$ cat src/rtl/sd_pkg.sv
// Shared types and helpers for the srdy/drdy packer blocks.
package sd_pkg;

    typedef enum logic {FILL, PEND} sd_pack_state_t;

    function automatic int sd_lane_cnt_w(input int ratio);
        return $clog2(ratio + 1);
    endfunction

endpackage

$ cat src/rtl/sd_packer_acc.sv
// Lane accumulator for sd_packer: collects beats into lanes, tracks the lane index and
// holds a finished word in PEND while the output register is still occupied.
module sd_packer_acc
    import sd_pkg::*;
#(
    parameter int iwidth = 8,
    parameter int ratio  = 4,
    parameter int cntsz  = sd_lane_cnt_w(ratio)
) (
    input  logic                    clk,
    input  logic                    reset,
    input  logic                    i_vld,
    input  logic [iwidth-1:0]       i_data,
    input  logic                    i_eop,
    input  logic                    i_out_free,
    output logic                    o_fill,
    output logic                    o_k_last,
    output logic                    o_complete,
    output logic [iwidth*ratio-1:0] o_word,
    output logic [cntsz-1:0]        o_cnt,
    output logic                    o_eop
);

    localparam int KW = (ratio > 1) ? $clog2(ratio) : 1;

    sd_pack_state_t          r_state;
    sd_pack_state_t          w_state_nxt;
    logic [KW-1:0]           r_k;
    logic [iwidth*ratio-1:0] r_acc;
    logic [iwidth*ratio-1:0] w_lane;
    logic                    r_eop;
    logic [cntsz-1:0]        r_cnt;
    logic                    w_completing;
    logic [cntsz-1:0]        w_k_cnt;

    assign o_fill       = (r_state == FILL);
    assign o_k_last     = (r_k == KW'(ratio - 1));
    assign w_completing = i_eop | o_k_last;
    assign w_k_cnt      = cntsz'(r_k) + cntsz'(1);

    // Accumulator with the incoming beat merged into lane k.
    always_comb begin
        w_lane = r_acc;
        for (int j = 0; j < ratio; j++) begin
            if (r_k == KW'(j)) w_lane[j*iwidth +: iwidth] = i_data;
        end
    end

    always_comb begin
        w_state_nxt = r_state;
        o_complete  = 1'b0;
        o_word      = r_acc;
        o_cnt       = r_cnt;
        o_eop       = r_eop;
        case (r_state)
            FILL: begin
                o_word = w_lane;
                o_cnt  = w_k_cnt;
                o_eop  = i_eop;
                if (i_vld && w_completing) begin
                    if (i_out_free) o_complete  = 1'b1;
                    else            w_state_nxt = PEND;
                end
            end
            PEND: begin
                if (i_out_free) begin
                    o_complete  = 1'b1;
                    w_state_nxt = FILL;
                end
            end
            default: w_state_nxt = FILL;
        endcase
    end

    always_ff @(posedge clk) begin
        if (reset) r_state <= FILL;
        else       r_state <= w_state_nxt;
    end

    always_ff @(posedge clk) begin
        if (reset) begin
            r_acc <= '0;
            r_k   <= '0;
            r_eop <= 1'b0;
            r_cnt <= '0;
        end else if (o_complete) begin
            r_acc <= '0;
            r_k   <= '0;
        end else if (o_fill && i_vld) begin
            r_acc <= w_lane;
            if (w_completing) begin
                r_eop <= i_eop;
                r_cnt <= w_k_cnt;
            end else begin
                r_k <= r_k + KW'(1);
            end
        end
    end

endmodule

$ cat src/rtl/sd_packer.sv
// Narrow-to-wide srdy/drdy gearbox: packs ratio beats per word, eop flushes a partial word.
// Holds the registered output stage and the input handshake around sd_packer_acc.
module sd_packer
    import sd_pkg::*;
#(
    parameter int iwidth = 8,
    parameter int ratio  = 4,
    parameter int cntsz  = sd_lane_cnt_w(ratio)
) (
    input  logic                    clk,
    input  logic                    reset,
    input  logic                    c_srdy,
    output logic                    c_drdy,
    input  logic [iwidth-1:0]       c_data,
    input  logic                    c_eop,
    output logic                    p_srdy,
    input  logic                    p_drdy,
    output logic [iwidth*ratio-1:0] p_data,
    output logic                    p_eop,
    output logic [cntsz-1:0]        p_cnt
);

    logic                    w_out_free;
    logic                    w_acc_vld;
    logic                    w_fill;
    logic                    w_k_last;
    logic                    w_complete;
    logic [iwidth*ratio-1:0] w_word;
    logic [cntsz-1:0]        w_cnt;
    logic                    w_eop;

    assign w_out_free = ~p_srdy | p_drdy;
    // Only the last lane needs room downstream; earlier lanes just fill the accumulator.
    assign c_drdy     = w_fill & (~w_k_last | w_out_free);
    assign w_acc_vld  = c_srdy & c_drdy;

    sd_packer_acc #(
        .iwidth (iwidth),
        .ratio  (ratio),
        .cntsz  (cntsz)
    ) u_acc (
        .clk        (clk),
        .reset      (reset),
        .i_vld      (w_acc_vld),
        .i_data     (c_data),
        .i_eop      (c_eop),
        .i_out_free (w_out_free),
        .o_fill     (w_fill),
        .o_k_last   (w_k_last),
        .o_complete (w_complete),
        .o_word     (w_word),
        .o_cnt      (w_cnt),
        .o_eop      (w_eop)
    );

    always_ff @(posedge clk) begin
        if (reset) begin
            p_srdy <= 1'b0;
            p_data <= '0;
            p_eop  <= 1'b0;
            p_cnt  <= '0;
        end else if (w_complete) begin
            p_srdy <= 1'b1;
            p_data <= w_word;
            p_eop  <= w_eop;
            p_cnt  <= w_cnt;
        end else if (p_drdy) begin
            p_srdy <= 1'b0;
        end
    end

endmodule
$ cat config.mk
export PLATFORM = sky130hd
export DESIGN_NAME = sd_packer
export DESIGN_NICKNAME = d
export VERILOG_FILES = /design/src/rtl/sd_pkg.sv /design/src/rtl/sd_packer_acc.sv /design/src/rtl/sd_packer.sv
export SDC_FILE = /design/constraint.sdc
export NUM_CORES = 1
export LEC_CHECK = 0
export CORE_MARGIN = 2
export CORE_UTILIZATION = 27
export DETAILED_ROUTE_END_ITERATION = 10
export HOLD_SLACK_MARGIN = 0.03
export SYNTH_ARGS = -nofsm -noshare
export SYNTH_HDL_FRONTEND = slang
export SYNTH_SLANG_ARGS = --single-unit
$ cat constraint.sdc
create_clock -name clk -period 1.7 [get_ports clk]
set_input_delay 0.255 -clock clk [delete_from_list [all_inputs] [get_ports clk]]
set_output_delay 0.255 -clock clk [all_outputs]
set_load 0.03 [all_outputs]
# Yosys cells after proc, flatten, opt, wreduce, memory -nomap -nowiden
# Index checks and enable logic that the tools add are counted.
[totals]
reg_bits = 76
input_bits = 13
out_inout_bits = 38
[classes]
addsub = 2
eq_ne = 3
mux = 15
bitwise_logic = 10
n_reduce_logical = 7
[ops]
columns = ["operator", "count"]
rows = [
  ["2-to-1 mux 32 bit", 1],
  ["2-to-1 mux 8 bit", 4],
  ["2-to-1 mux 1 bit", 7],
  ["inverter 1 bit", 5],
  ["== test 2 bit (second input constant)", 2],
  ["case mux 1 bit (2 select lines)", 2],
  ["adder 2 x 1 -> 3 bit (second input constant)", 1],
  ["2-to-1 mux 3 bit", 1],
  ["OR 1 bit", 3],
  ["AND reduction 3 bit", 1],
  ["adder 2 x 1 -> 2 bit (second input constant)", 1],
  ["bitwise AND 1 bit", 2],
  ["== test 2 x 1 -> 1 bit (second input constant)", 1],
  ["logical AND 1 bit", 2],
  ["logical NOT 2 bit", 1],
  ["AND reduction 2 bit", 1],
  ["nonzero test 2 bit", 1],
  ["OR reduction 2 bit", 1],
]

# Longest topological paths before layout
# Gate-level depths: netlist of the first run.
[logic_depth]
depth_word = 10
mapped_depth = 8

# By module
# Synthesis of the first run repeated with hierarchy kept, for this count alone.
[hier_totals]
cells_unflattened = 350
hier_area_um2 = 3479.6
[by_module_without_submodules]
columns = ["mod", "instances", "cells_per_inst", "area_each_um2", "seq_area_each_um2"]
rows = [
  ["sd_packer_acc", 1, 226, 2118.3, 780.7],
  ["sd_packer", 1, 124, 1361.3, 740.7],
]

# Least setup slack after synthesis of the first run
# Ideal clock, no wire load.
[synth_path]
path_kind = "reg-to-reg"
start = "register u_acc.r_k[0]"
end = "register u_acc.r_k[1]"
arrival_time_ns = 1.587
required_time_ns = 1.635
setup_slack_ns = 0.048
stages_incl_launch_ff = 9
path_buffers = 3
synth_period_minus_slack_ns = 1.652
cell_sequence = "dfxtp_1 ha_1 o21a_1 o21a_1 buf_6 or2_1 buf_6 buf_6 nor2_1"
[synth_via]
elab_chain_cells = 9
word_cells_on_any_way = 14
[synth_rtl]
columns = ["element", "line_no", "text"]
rows = [
  ["from (decl)", "sd_packer_acc.sv:28", "logic [KW-1:0] r_k;"],
  ["from (signal assigned)", "sd_packer_acc.sv:95", "r_k <= r_k + KW'(1);"],
  ["== test 2 bit", "sd_packer_acc.sv:37", "assign o_k_last = (r_k == KW'(ratio - 1));"],
  ["inverter 1 bit", "sd_packer.sv:34", "assign c_drdy = w_fill & (~w_k_last | w_out_free);"],
  ["OR 1 bit", "sd_packer.sv:34", ""],
  ["bitwise AND 1 bit", "sd_packer.sv:34", ""],
  ["bitwise AND 1 bit", "sd_packer.sv:35", "assign w_acc_vld = c_srdy & c_drdy;"],
  ["logical AND 1 bit", "sd_packer_acc.sv:60", "if (i_vld && w_completing) begin"],
  ["2-to-1 mux 1 bit", "sd_packer_acc.sv:60", ""],
  ["case mux 1 bit (2 select lines)", "sd_packer_acc.sv:55", "case (r_state)"],
  ["OR reduction 2 bit (no line)", "--", ""],
]
# Parallel ways exist; a longest one is shown, timed or not.
# A chain may end at the register's enable or synchronous reset.

# Final worst setup path of the first run
[layout_path]
start = "register u_acc.r_k[1]"
end = "output port c_drdy"
[layout_via]
elab_chain_cells = 4
[layout_rtl]
columns = ["element", "line_no", "text"]
rows = [
  ["== test 2 bit", "sd_packer_acc.sv:37", ""],
  ["inverter 1 bit", "sd_packer.sv:34", ""],
  ["OR 1 bit", "sd_packer.sv:34", ""],
  ["bitwise AND 1 bit", "sd_packer.sv:34", ""],
  ["to (decl)", "sd_packer.sv:13", "output logic c_drdy,"],
]
# No other way between the ends.

==> run_summary.xml, run 1 <==
<?xml version="1.0" encoding="UTF-8"?>
<metrics>
  <group name="global_routing">
    <metric name="first_global_vias" unit="">2358</metric>
    <metric name="global_route.usage.total" unit="">0.121</metric>
    <metric name="globalRoute.totalOverflow" unit="">0</metric>
    <metric name="grt_max_degree" unit="">34</metric>
    <metric name="use_met3" unit="">0.0308</metric>
    <metric name="global_route.peak_usage_layer" unit="">met2</metric>
    <metric name="grtUsageMet2" unit="">0.198</metric>
    <metric name="first_pass_grt_wire_length" unit="um">12000</metric>
    <metric name="grt_antenna_before_repair" unit="">0</metric>
    <metric name="grtUsageMet1" unit="">0.157</metric>
  </group>
  <group name="clock_network">
    <metric name="cts_buffer_depth" unit="">2</metric>
    <metric name="cts_tree" unit="">done</metric>
    <metric name="clock_latency" unit="ns">0.33</metric>
    <metric name="post_cts_resized" unit="">1</metric>
    <metric name="cts.repair_timing.setup_buffer_count" unit="">0</metric>
    <metric name="cts_num_sinks" unit="">76</metric>
    <metric name="post_cts_hold_buffer_count" unit="">0</metric>
    <metric name="cts_buf_count" unit="">9</metric>
    <metric name="clock_tree.root_cell" unit="">sky130_fd_sc_hd__clkbuf_16</metric>
    <metric name="clock_tree.htree_level_count" unit="">3</metric>
    <metric name="clk_pin_slew_worst_paths" unit="ns">0.06</metric>
  </group>
  <group name="die">
    <metric name="initial_core_util" unit="">0.278</metric>
    <metric name="rows" unit="">39</metric>
    <metric name="design.die.area" unit="mm^2">0.0126</metric>
    <metric name="fp.coreArea" unit="mm^2">0.0114</metric>
    <metric name="die-height" unit="um">112</metric>
    <metric name="ios" unit="">51</metric>
    <metric name="chipWidth" unit="um">112</metric>
  </group>
  <group name="route">
    <metric name="viasPerCell" unit="">4.58</metric>
    <metric name="route.final.wire_length" unit="um">7330</metric>
    <metric name="detail_route.wl_per_cell" unit="um">14.0</metric>
    <metric name="drtAntennaViolNets" unit="">0</metric>
    <metric name="drt_pre_antenna_iters" unit="">6</metric>
    <metric name="detailroute.via_count" unit="">2390</metric>
    <metric name="post-route-drc-count" unit="">0</metric>
    <metric name="drt-initial-drc-count" unit="">103</metric>
  </group>
  <group name="timing">
    <metric name="final-hold-violation-count" unit="">0</metric>
    <metric name="clock-skew-final" unit="ns">0.00904</metric>
    <metric name="timing.hold.ws" unit="ns">0.482</metric>
    <metric name="worst_slew_margin_rel" unit="">0.698</metric>
    <metric name="grt_setup_unrepaired" unit="">no</metric>
    <metric name="period_minus_slack" unit="ns">1.62</metric>
    <metric name="report.final.slew_viol_count" unit="">0</metric>
    <metric name="fmax" unit="GHz">0.616</metric>
    <metric name="final.period_utilization" unit="">0.955</metric>
    <metric name="pin_slew_with_the_least_headroom_to_its_limit" unit="ns">0.452</metric>
    <metric name="final-setup-viol-count" unit="">0</metric>
  </group>
  <group name="run">
    <metric name="max-cap-violations" unit="">0</metric>
  </group>
  <group name="synth">
    <metric name="synth_cell_type_count" unit="">25</metric>
    <metric name="syn_avg_cell_area" unit="um^2">9.85</metric>
    <metric name="sequential_element_share_of_the_synthesized_area" unit="">0.480</metric>
    <metric name="post_synth_instance_area" unit="mm^2">0.00317</metric>
    <metric name="yosysWarningCount" unit="">0</metric>
    <metric name="postSynthNetCount" unit="">339</metric>
    <metric name="yosys_register_bits" unit="">76</metric>
    <metric name="syn-instance-count" unit="">322</metric>
  </group>
  <group name="placed_design">
    <metric name="dpl-instance-area" unit="mm^2">0.00391</metric>
    <metric name="placement.io_buffers" unit="">50</metric>
    <metric name="dpl.hpwl" unit="um">5220</metric>
    <metric name="place_congestion" unit="">0.755</metric>
  </group>
  <group name="finish">
    <metric name="final_layout_size_suffix_gt1_frac" unit="">0.127</metric>
    <metric name="final_nets" unit="">391</metric>
    <metric name="insertedDiodeCount" unit="">0</metric>
    <metric name="layout.cell_area.non_filler" unit="mm^2">0.00427</metric>
    <metric name="layout.filler_cells" unit="">1151</metric>
    <metric name="utilization" unit="">0.374</metric>
    <metric name="area_growth" unit="%">34.5</metric>
  </group>
  <group name="min_path">
    <metric name="timing.hold.worst.class" unit="">flip-flop to flip-flop</metric>
  </group>
  <group name="power_and_ir_drop">
    <metric name="cellLeakagePower" unit="uW">0.00152</metric>
    <metric name="vdd_ir_drop_max" unit="mV">0.561</metric>
    <metric name="power.total" unit="uW">4580</metric>
    <metric name="power.density" unit="mW/mm^2">1070</metric>
  </group>
  <group name="critical_path">
    <metric name="timing_worst_setup_path_type" unit="">flip-flop to primary output</metric>
    <metric name="end_kind" unit="">primary output</metric>
    <metric name="crit_buf_inv" unit="">1</metric>
    <metric name="critical-path-max-stage-delay" unit="ns">0.36</metric>
    <metric name="crit_path_top_delay_cell" unit="">sky130_fd_sc_hd__dfxtp_1</metric>
    <metric name="critPathLaunchType" unit="">flip-flop</metric>
    <metric name="path_cells" unit="">ha_2 &gt; and3b_2 &gt; nor2_1 &gt; buf_4</metric>
    <metric name="required" unit="ns">1.44</metric>
    <metric name="critPathArrivalTime" unit="ns">1.37</metric>
    <metric name="critical_path_peak_fanout" unit="">5</metric>
    <metric name="timing.reg2reg.setup_slack" unit="ns">0.12</metric>
    <metric name="crit_family" unit="">flip-flops</metric>
  </group>
  <group name="status">
    <metric name="outcome" unit="">finished clean</metric>
  </group>
</metrics>
[logic make-up after synthesis]
family / count (synthesis) / synth area share
adders and majority gates: 4 / 0.0158
xor gates and xnor gates: 1 / 0.00276
muxes: 68 / 0.215
DFF: 76 / 0.480
AOI/OAI and AO/OA: 43 / 0.0986
and+or+nand+nor: 93 / 0.126
buffers and inverters: 37 / 0.0623
[power by group]
part / internal (uW) / total (uW) / switching [uW]
sequential: 1860 / 1900 / 40.9
clock: 1320 / 2040 / 720
combinational: 279 / 634 / 355
[sequential cells by signal, indices dropped and copies added, names as in the netlist]
register	flops
p_data	32
u_acc.r_acc	32
p_srdy	1
u_acc.r_state	1
u_acc.r_cnt	3
u_acc.r_eop	1
p_cnt	3
p_eop	1
u_acc.r_k	2
[layout make-up]
type | count | area (um^2) | area share
flip-flops and latches | 76 | 1520 | 0.357
multi-input cells | 209 | 1470 | 0.345
repair buffers | 75 | 756 | 0.177
clock buffers | 10 | 239 | 0.0560
well taps | 143 | 179 | 0.0419
clock inverters | 6 | 87.6 | 0.0205
inverters | 3 | 11.3 | 0.00264
[cell usage in the layout (no fill, tap or decap)]
| master | instances |
|---|---|
| sky130_fd_sc_hd__a211oi_1 | 36 |
| sky130_fd_sc_hd__a211oi_2 | 1 |
| sky130_fd_sc_hd__a21oi_1 | 3 |
| sky130_fd_sc_hd__and3_1 | 1 |
| sky130_fd_sc_hd__and3b_1 | 2 |
| sky130_fd_sc_hd__and3b_2 | 2 |
| sky130_fd_sc_hd__buf_12 | 5 |
| sky130_fd_sc_hd__buf_4 | 19 |
| sky130_fd_sc_hd__buf_6 | 2 |
| sky130_fd_sc_hd__bufinv_16 | 2 |
| sky130_fd_sc_hd__clkbuf_16 | 9 |
| sky130_fd_sc_hd__clkbuf_8 | 1 |
| sky130_fd_sc_hd__clkdlybuf4s50_1 | 49 |
| sky130_fd_sc_hd__clkinv_2 | 2 |
| sky130_fd_sc_hd__clkinv_4 | 2 |
| sky130_fd_sc_hd__dfxtp_1 | 76 |
| sky130_fd_sc_hd__ha_1 | 3 |
| sky130_fd_sc_hd__ha_2 | 1 |
| sky130_fd_sc_hd__inv_1 | 3 |
| sky130_fd_sc_hd__mux2i_1 | 68 |
| sky130_fd_sc_hd__nand2_1 | 1 |
| sky130_fd_sc_hd__nand2b_1 | 1 |
| sky130_fd_sc_hd__nand3b_1 | 1 |
| sky130_fd_sc_hd__nor2_1 | 77 |
| sky130_fd_sc_hd__nor2b_1 | 3 |
| sky130_fd_sc_hd__nor2b_2 | 1 |
| sky130_fd_sc_hd__nor3_1 | 1 |
| sky130_fd_sc_hd__nor3b_1 | 1 |
| sky130_fd_sc_hd__nor4b_1 | 1 |
| sky130_fd_sc_hd__o21a_1 | 1 |
| sky130_fd_sc_hd__o21a_4 | 1 |
| sky130_fd_sc_hd__o21ai_0 | 1 |
| sky130_fd_sc_hd__or2_1 | 1 |
| sky130_fd_sc_hd__xnor2_1 | 1 |
[worst reg2reg max path: cells and delay by family (launching register included)]
| family | cells | cell delay [ns] |
|---|---|---|
| adder cells (fa/ha/maj) | 1 | 0.20 |
| AO/OA/AOI/OAI | 2 | 0.43 |
| AND/OR/NAND/NOR | 2 | 0.37 |
| buffers and inverters | 1 | 0.19 |
| flip-flops | 1 | 0.33 |
[final timing paths]
| path | to | start | depth (start not counted) |
|---|---|---|---|
| worst max register to register | u_acc.r_acc[9] | u_acc.r_k[1] | 6 |
| worst min-delay path | u_acc.r_cnt[2] | u_acc.r_cnt[2] | 1 |
| worst min register to register | u_acc.r_cnt[2] | u_acc.r_cnt[2] | 1 |
| worst max-delay path | c_drdy | u_acc.r_k[1] | 4 |
[per-stage QoR]
stage	setup slack, ns	setup TNS [ns]	std cells
2_1_floorplan	0.0476	0	322
3_3_place_gp	-0.0259	-0.503	506
3_5_place_dp	-0.0477	-1.26	506
4_1_cts	0.00228	0	522
5_1_grt	0.00213	0	522
6_report	0.0766	0	522
[synth_stat cells]
master	count	share of area
sky130_fd_sc_hd__or2_1	1	0.0020
sky130_fd_sc_hd__and3b_1	4	0.011
sky130_fd_sc_hd__clkbuf_1	12	0.014
sky130_fd_sc_hd__nor2b_1	4	0.0079
sky130_fd_sc_hd__nand2b_1	1	0.0020
sky130_fd_sc_hd__nand3b_1	1	0.0024
sky130_fd_sc_hd__nor2_1	77	0.091
sky130_fd_sc_hd__xnor2_1	1	0.0028
sky130_fd_sc_hd__nor3_1	1	0.0016
sky130_fd_sc_hd__o21a_1	2	0.0047
sky130_fd_sc_hd__buf_2	11	0.017
sky130_fd_sc_hd__buf_4	2	0.0047
sky130_fd_sc_hd__buf_6	5	0.018
sky130_fd_sc_hd__and3_1	1	0.0020
sky130_fd_sc_hd__buf_1	4	0.0047
sky130_fd_sc_hd__o21ai_0	1	0.0016
sky130_fd_sc_hd__nand2_1	1	0.0012
sky130_fd_sc_hd__a21oi_1	3	0.0047
sky130_fd_sc_hd__dfxtp_1	76	0.48
sky130_fd_sc_hd__nor3b_1	1	0.0024
sky130_fd_sc_hd__ha_1	4	0.016
sky130_fd_sc_hd__inv_1	3	0.0036
sky130_fd_sc_hd__a211oi_1	37	0.088
sky130_fd_sc_hd__mux2i_1	68	0.21
sky130_fd_sc_hd__nor4b_1	1	0.0028
[routing by layer]
metal  part of all wire  up-vias  wire, um
met5                  0        -         0
met4              0.011        0        83
met3              0.035        6       258
met2               0.48       41      3500
met1               0.48     1127      3480
li1                   -     1216         -
(Power assumes the default switching activity.)
==> inputs of run 2 (changes only) <==
--- a/config.mk
+++ b/config.mk
@@ -7,6 +7,7 @@
 export LEC_CHECK = 0
 export CORE_MARGIN = 2
 export CORE_UTILIZATION = 27
+export CTS_BUF_LIST = sky130_fd_sc_hd__clkbuf_8
 export DETAILED_ROUTE_END_ITERATION = 10
 export HOLD_SLACK_MARGIN = 0.03
 export SYNTH_ARGS = -nofsm -noshare
==> run 2 against run 1 <==
Wire length up 0.23%. Worst hold slack improved by 0.00087 ns. Clock power down 25%. First-iteration DRC count up 25%. Via count fell by 0.79%. Design area decreased by 2.5%. Cell count unchanged. Combinational power about the same. Non-clock buffer count did not move. Clock skew up 0.0045 ns. Critical path type unchanged. Critical endpoint unchanged. Largest cell class unchanged.
==> run_summary.xml, run 2 (synthesis gave the netlist of run 1 again) <==
<?xml version="1.0" encoding="UTF-8"?>
<metrics>
  <group name="status">
    <metric name="outcome" unit="">finished clean</metric>
  </group>
  <group name="finish">
    <metric name="utilization" unit="">0.364</metric>
    <metric name="ff_latch_area" unit="mm^2">0.00152</metric>
    <metric name="insertedDiodeCount" unit="">0</metric>
    <metric name="final_nets" unit="">391</metric>
    <metric name="layout.cell_area.non_filler" unit="mm^2">0.00416</metric>
    <metric name="final_layout_size_suffix_gt1_frac" unit="">0.127</metric>
    <metric name="area_growth" unit="%">31.2</metric>
    <metric name="final_common_cell" unit="">sky130_fd_sc_hd__nor2_1</metric>
    <metric name="layout.filler_cells" unit="">1168</metric>
    <metric name="mostFrequentLayoutCells" unit="">77 x sky130_fd_sc_hd__nor2_1, 76 x sky130_fd_sc_hd__dfxtp_1, 68 x sky130_fd_sc_hd__mux2i_1</metric>
    <metric name="largestRegisters" unit="">p_data: 32 flops, u_acc.r_acc: 32 flops</metric>
    <metric name="multiInputGateArea" unit="mm^2">0.00147</metric>
  </group>
  <group name="clock_network">
    <metric name="cts_num_sinks" unit="">76</metric>
    <metric name="clock_tree.htree_level_count" unit="">3</metric>
    <metric name="cts_buffer_depth" unit="">2</metric>
    <metric name="cts.repair_timing.setup_buffer_count" unit="">0</metric>
    <metric name="post_cts_hold_buffer_count" unit="">0</metric>
    <metric name="clk_pin_slew_worst_paths" unit="ns">0.07</metric>
    <metric name="cts_tree" unit="">done</metric>
    <metric name="clock_latency" unit="ns">0.35</metric>
    <metric name="clock_tree.root_cell" unit="">sky130_fd_sc_hd__clkbuf_8</metric>
    <metric name="cts_buf_count" unit="">9</metric>
  </group>
  <group name="critical_path">
    <metric name="critPathArrivalTime" unit="ns">1.40</metric>
    <metric name="end_kind" unit="">primary output</metric>
    <metric name="critical_path_peak_fanout" unit="">5</metric>
    <metric name="critPathLaunchType" unit="">flip-flop</metric>
    <metric name="critical_path.reg2reg.startpoint" unit="">u_acc.r_k[1]</metric>
    <metric name="required" unit="ns">1.44</metric>
    <metric name="setup.worst_path.start" unit="">u_acc.r_k[1]</metric>
    <metric name="timing_worst_setup_path_type" unit="">flip-flop to primary output</metric>
  </group>
  <group name="run">
    <metric name="max-cap-violations" unit="">0</metric>
  </group>
  <group name="global_routing">
    <metric name="globalRoute.totalOverflow" unit="">0</metric>
    <metric name="first_global_vias" unit="">2347</metric>
    <metric name="grt_antenna_before_repair" unit="">0</metric>
    <metric name="first_pass_grt_wire_length" unit="um">12000</metric>
    <metric name="global_route.usage.total" unit="">0.121</metric>
    <metric name="grt_max_degree" unit="">34</metric>
  </group>
  <group name="power_and_ir_drop">
    <metric name="cellLeakagePower" unit="uW">0.00148</metric>
    <metric name="power.total" unit="uW">4070</metric>
    <metric name="power.density" unit="mW/mm^2">978</metric>
    <metric name="vdd_ir_drop_max" unit="mV">0.463</metric>
  </group>
  <group name="timing">
    <metric name="final-setup-viol-count" unit="">0</metric>
    <metric name="pin_slew_with_the_least_headroom_to_its_limit" unit="ns">0.467</metric>
    <metric name="clock-skew-final" unit="ns">0.0135</metric>
    <metric name="report.final.slew_viol_count" unit="">0</metric>
    <metric name="worst_slew_margin_rel" unit="">0.688</metric>
    <metric name="grt_setup_unrepaired" unit="">yes</metric>
    <metric name="setup_ws" unit="ns">0.0456</metric>
    <metric name="fmax" unit="GHz">0.604</metric>
    <metric name="period_minus_slack" unit="ns">1.65</metric>
    <metric name="final.period_utilization" unit="">0.973</metric>
    <metric name="final-hold-violation-count" unit="">0</metric>
  </group>
  <group name="placed_design">
    <metric name="placement.io_buffers" unit="">50</metric>
    <metric name="dp_slack" unit="ns">-0.0477</metric>
    <metric name="place_congestion" unit="">0.755</metric>
    <metric name="dpl-instance-area" unit="mm^2">0.00391</metric>
    <metric name="dpl.hpwl" unit="um">5220</metric>
  </group>
  <group name="die">
    <metric name="rows" unit="">39</metric>
    <metric name="design.die.area" unit="mm^2">0.0126</metric>
    <metric name="fp.coreArea" unit="mm^2">0.0114</metric>
    <metric name="die-height" unit="um">112</metric>
    <metric name="initial_core_util" unit="">0.278</metric>
    <metric name="chipWidth" unit="um">112</metric>
    <metric name="ios" unit="">51</metric>
  </group>
  <group name="route">
    <metric name="drt-initial-drc-count" unit="">129</metric>
    <metric name="detail_route.wl_per_cell" unit="um">14.1</metric>
    <metric name="post-route-drc-count" unit="">0</metric>
    <metric name="drt_pre_antenna_iters" unit="">4</metric>
    <metric name="route.final.wire_length" unit="um">7340</metric>
    <metric name="detailroute.via_count" unit="">2371</metric>
    <metric name="drtAntennaViolNets" unit="">0</metric>
    <metric name="viasPerCell" unit="">4.54</metric>
  </group>
  <group name="min_path">
    <metric name="timing.hold.worst.class" unit="">flip-flop to flip-flop</metric>
    <metric name="hold_start" unit="">u_acc.r_cnt[2]</metric>
  </group>
</metrics>
==> run 2: cell counts in the layout (fill, tap and decap cells not counted) <==
No cell type changed its count.
==> run 2: worst paths after layout <==
check | end | slack (ns) | cells after the start
worst max-delay path | c_drdy | 0.05 | 4
worst min-delay path | u_acc.r_cnt[2] | 0.48 | 1
worst max register to register | u_acc.r_acc[9] | 0.12 | 6
worst min register to register | u_acc.r_cnt[2] | 0.48 | 1
==> run 2: routing by layer <==
metal,up-vias,global-route usage,share of wire
met5,-,0,0
li1,1216,-,-
met4,0,0.0496,0.015
met2,43,0.197,0.47
met3,11,0.0259,0.037
met1,1101,0.157,0.47
==> run 2: power by group <==
group          switching (uW)  internal, uW
Clock                     672           866
Combinational             353           278
Sequential               40.9          1860
Total                    1070          3000
==> run 2: timing repair <==
item | in CTS | in global routing
pin swaps | 0 | 1
resized for setup | 2 | 5
setup endpoints to repair | 1 | 12
==> run 2: critical path: stages (launching register included) <==
cell,delay [ns]
sky130_fd_sc_hd__dfxtp_1,0.36
sky130_fd_sc_hd__ha_2,0.23
sky130_fd_sc_hd__and3b_2,0.25
sky130_fd_sc_hd__nor2_1,0.05
sky130_fd_sc_hd__buf_4,0.16
==> run 2: area by class of cell <==
class	instances	area share
sequential	76	0.366
multi-input combinational	209	0.354
timing repair buffer	75	0.181
tap	143	0.0430
clock buffer	10	0.0331
clock inverter	6	0.0210
inverter	3	0.00271
==> run 2: stage by stage <==
stage | hold slack (ns) | setup TNS (ns) | std cells
floorplan | 0.440 | 0 | 322
global placement | 0.449 | -0.503 | 506
detailed placement | 0.472 | -1.26 | 506
CTS | 0.484 | 0 | 522
global route | 0.502 | -0.0181 | 522
finish | 0.483 | 0 | 522
==> inputs of run 3 (changes only) <==
--- a/config.mk
+++ b/config.mk
@@ -8,6 +8,7 @@
 export CORE_MARGIN = 2
 export CORE_UTILIZATION = 27
 export CTS_BUF_LIST = sky130_fd_sc_hd__clkbuf_8
+export CTS_CLUSTER_DIAMETER = 60
 export DETAILED_ROUTE_END_ITERATION = 10
 export HOLD_SLACK_MARGIN = 0.03
 export SYNTH_ARGS = -nofsm -noshare
==> results of run 3 <==
The final DEF is identical to that of run 2; final timing and power are the same.
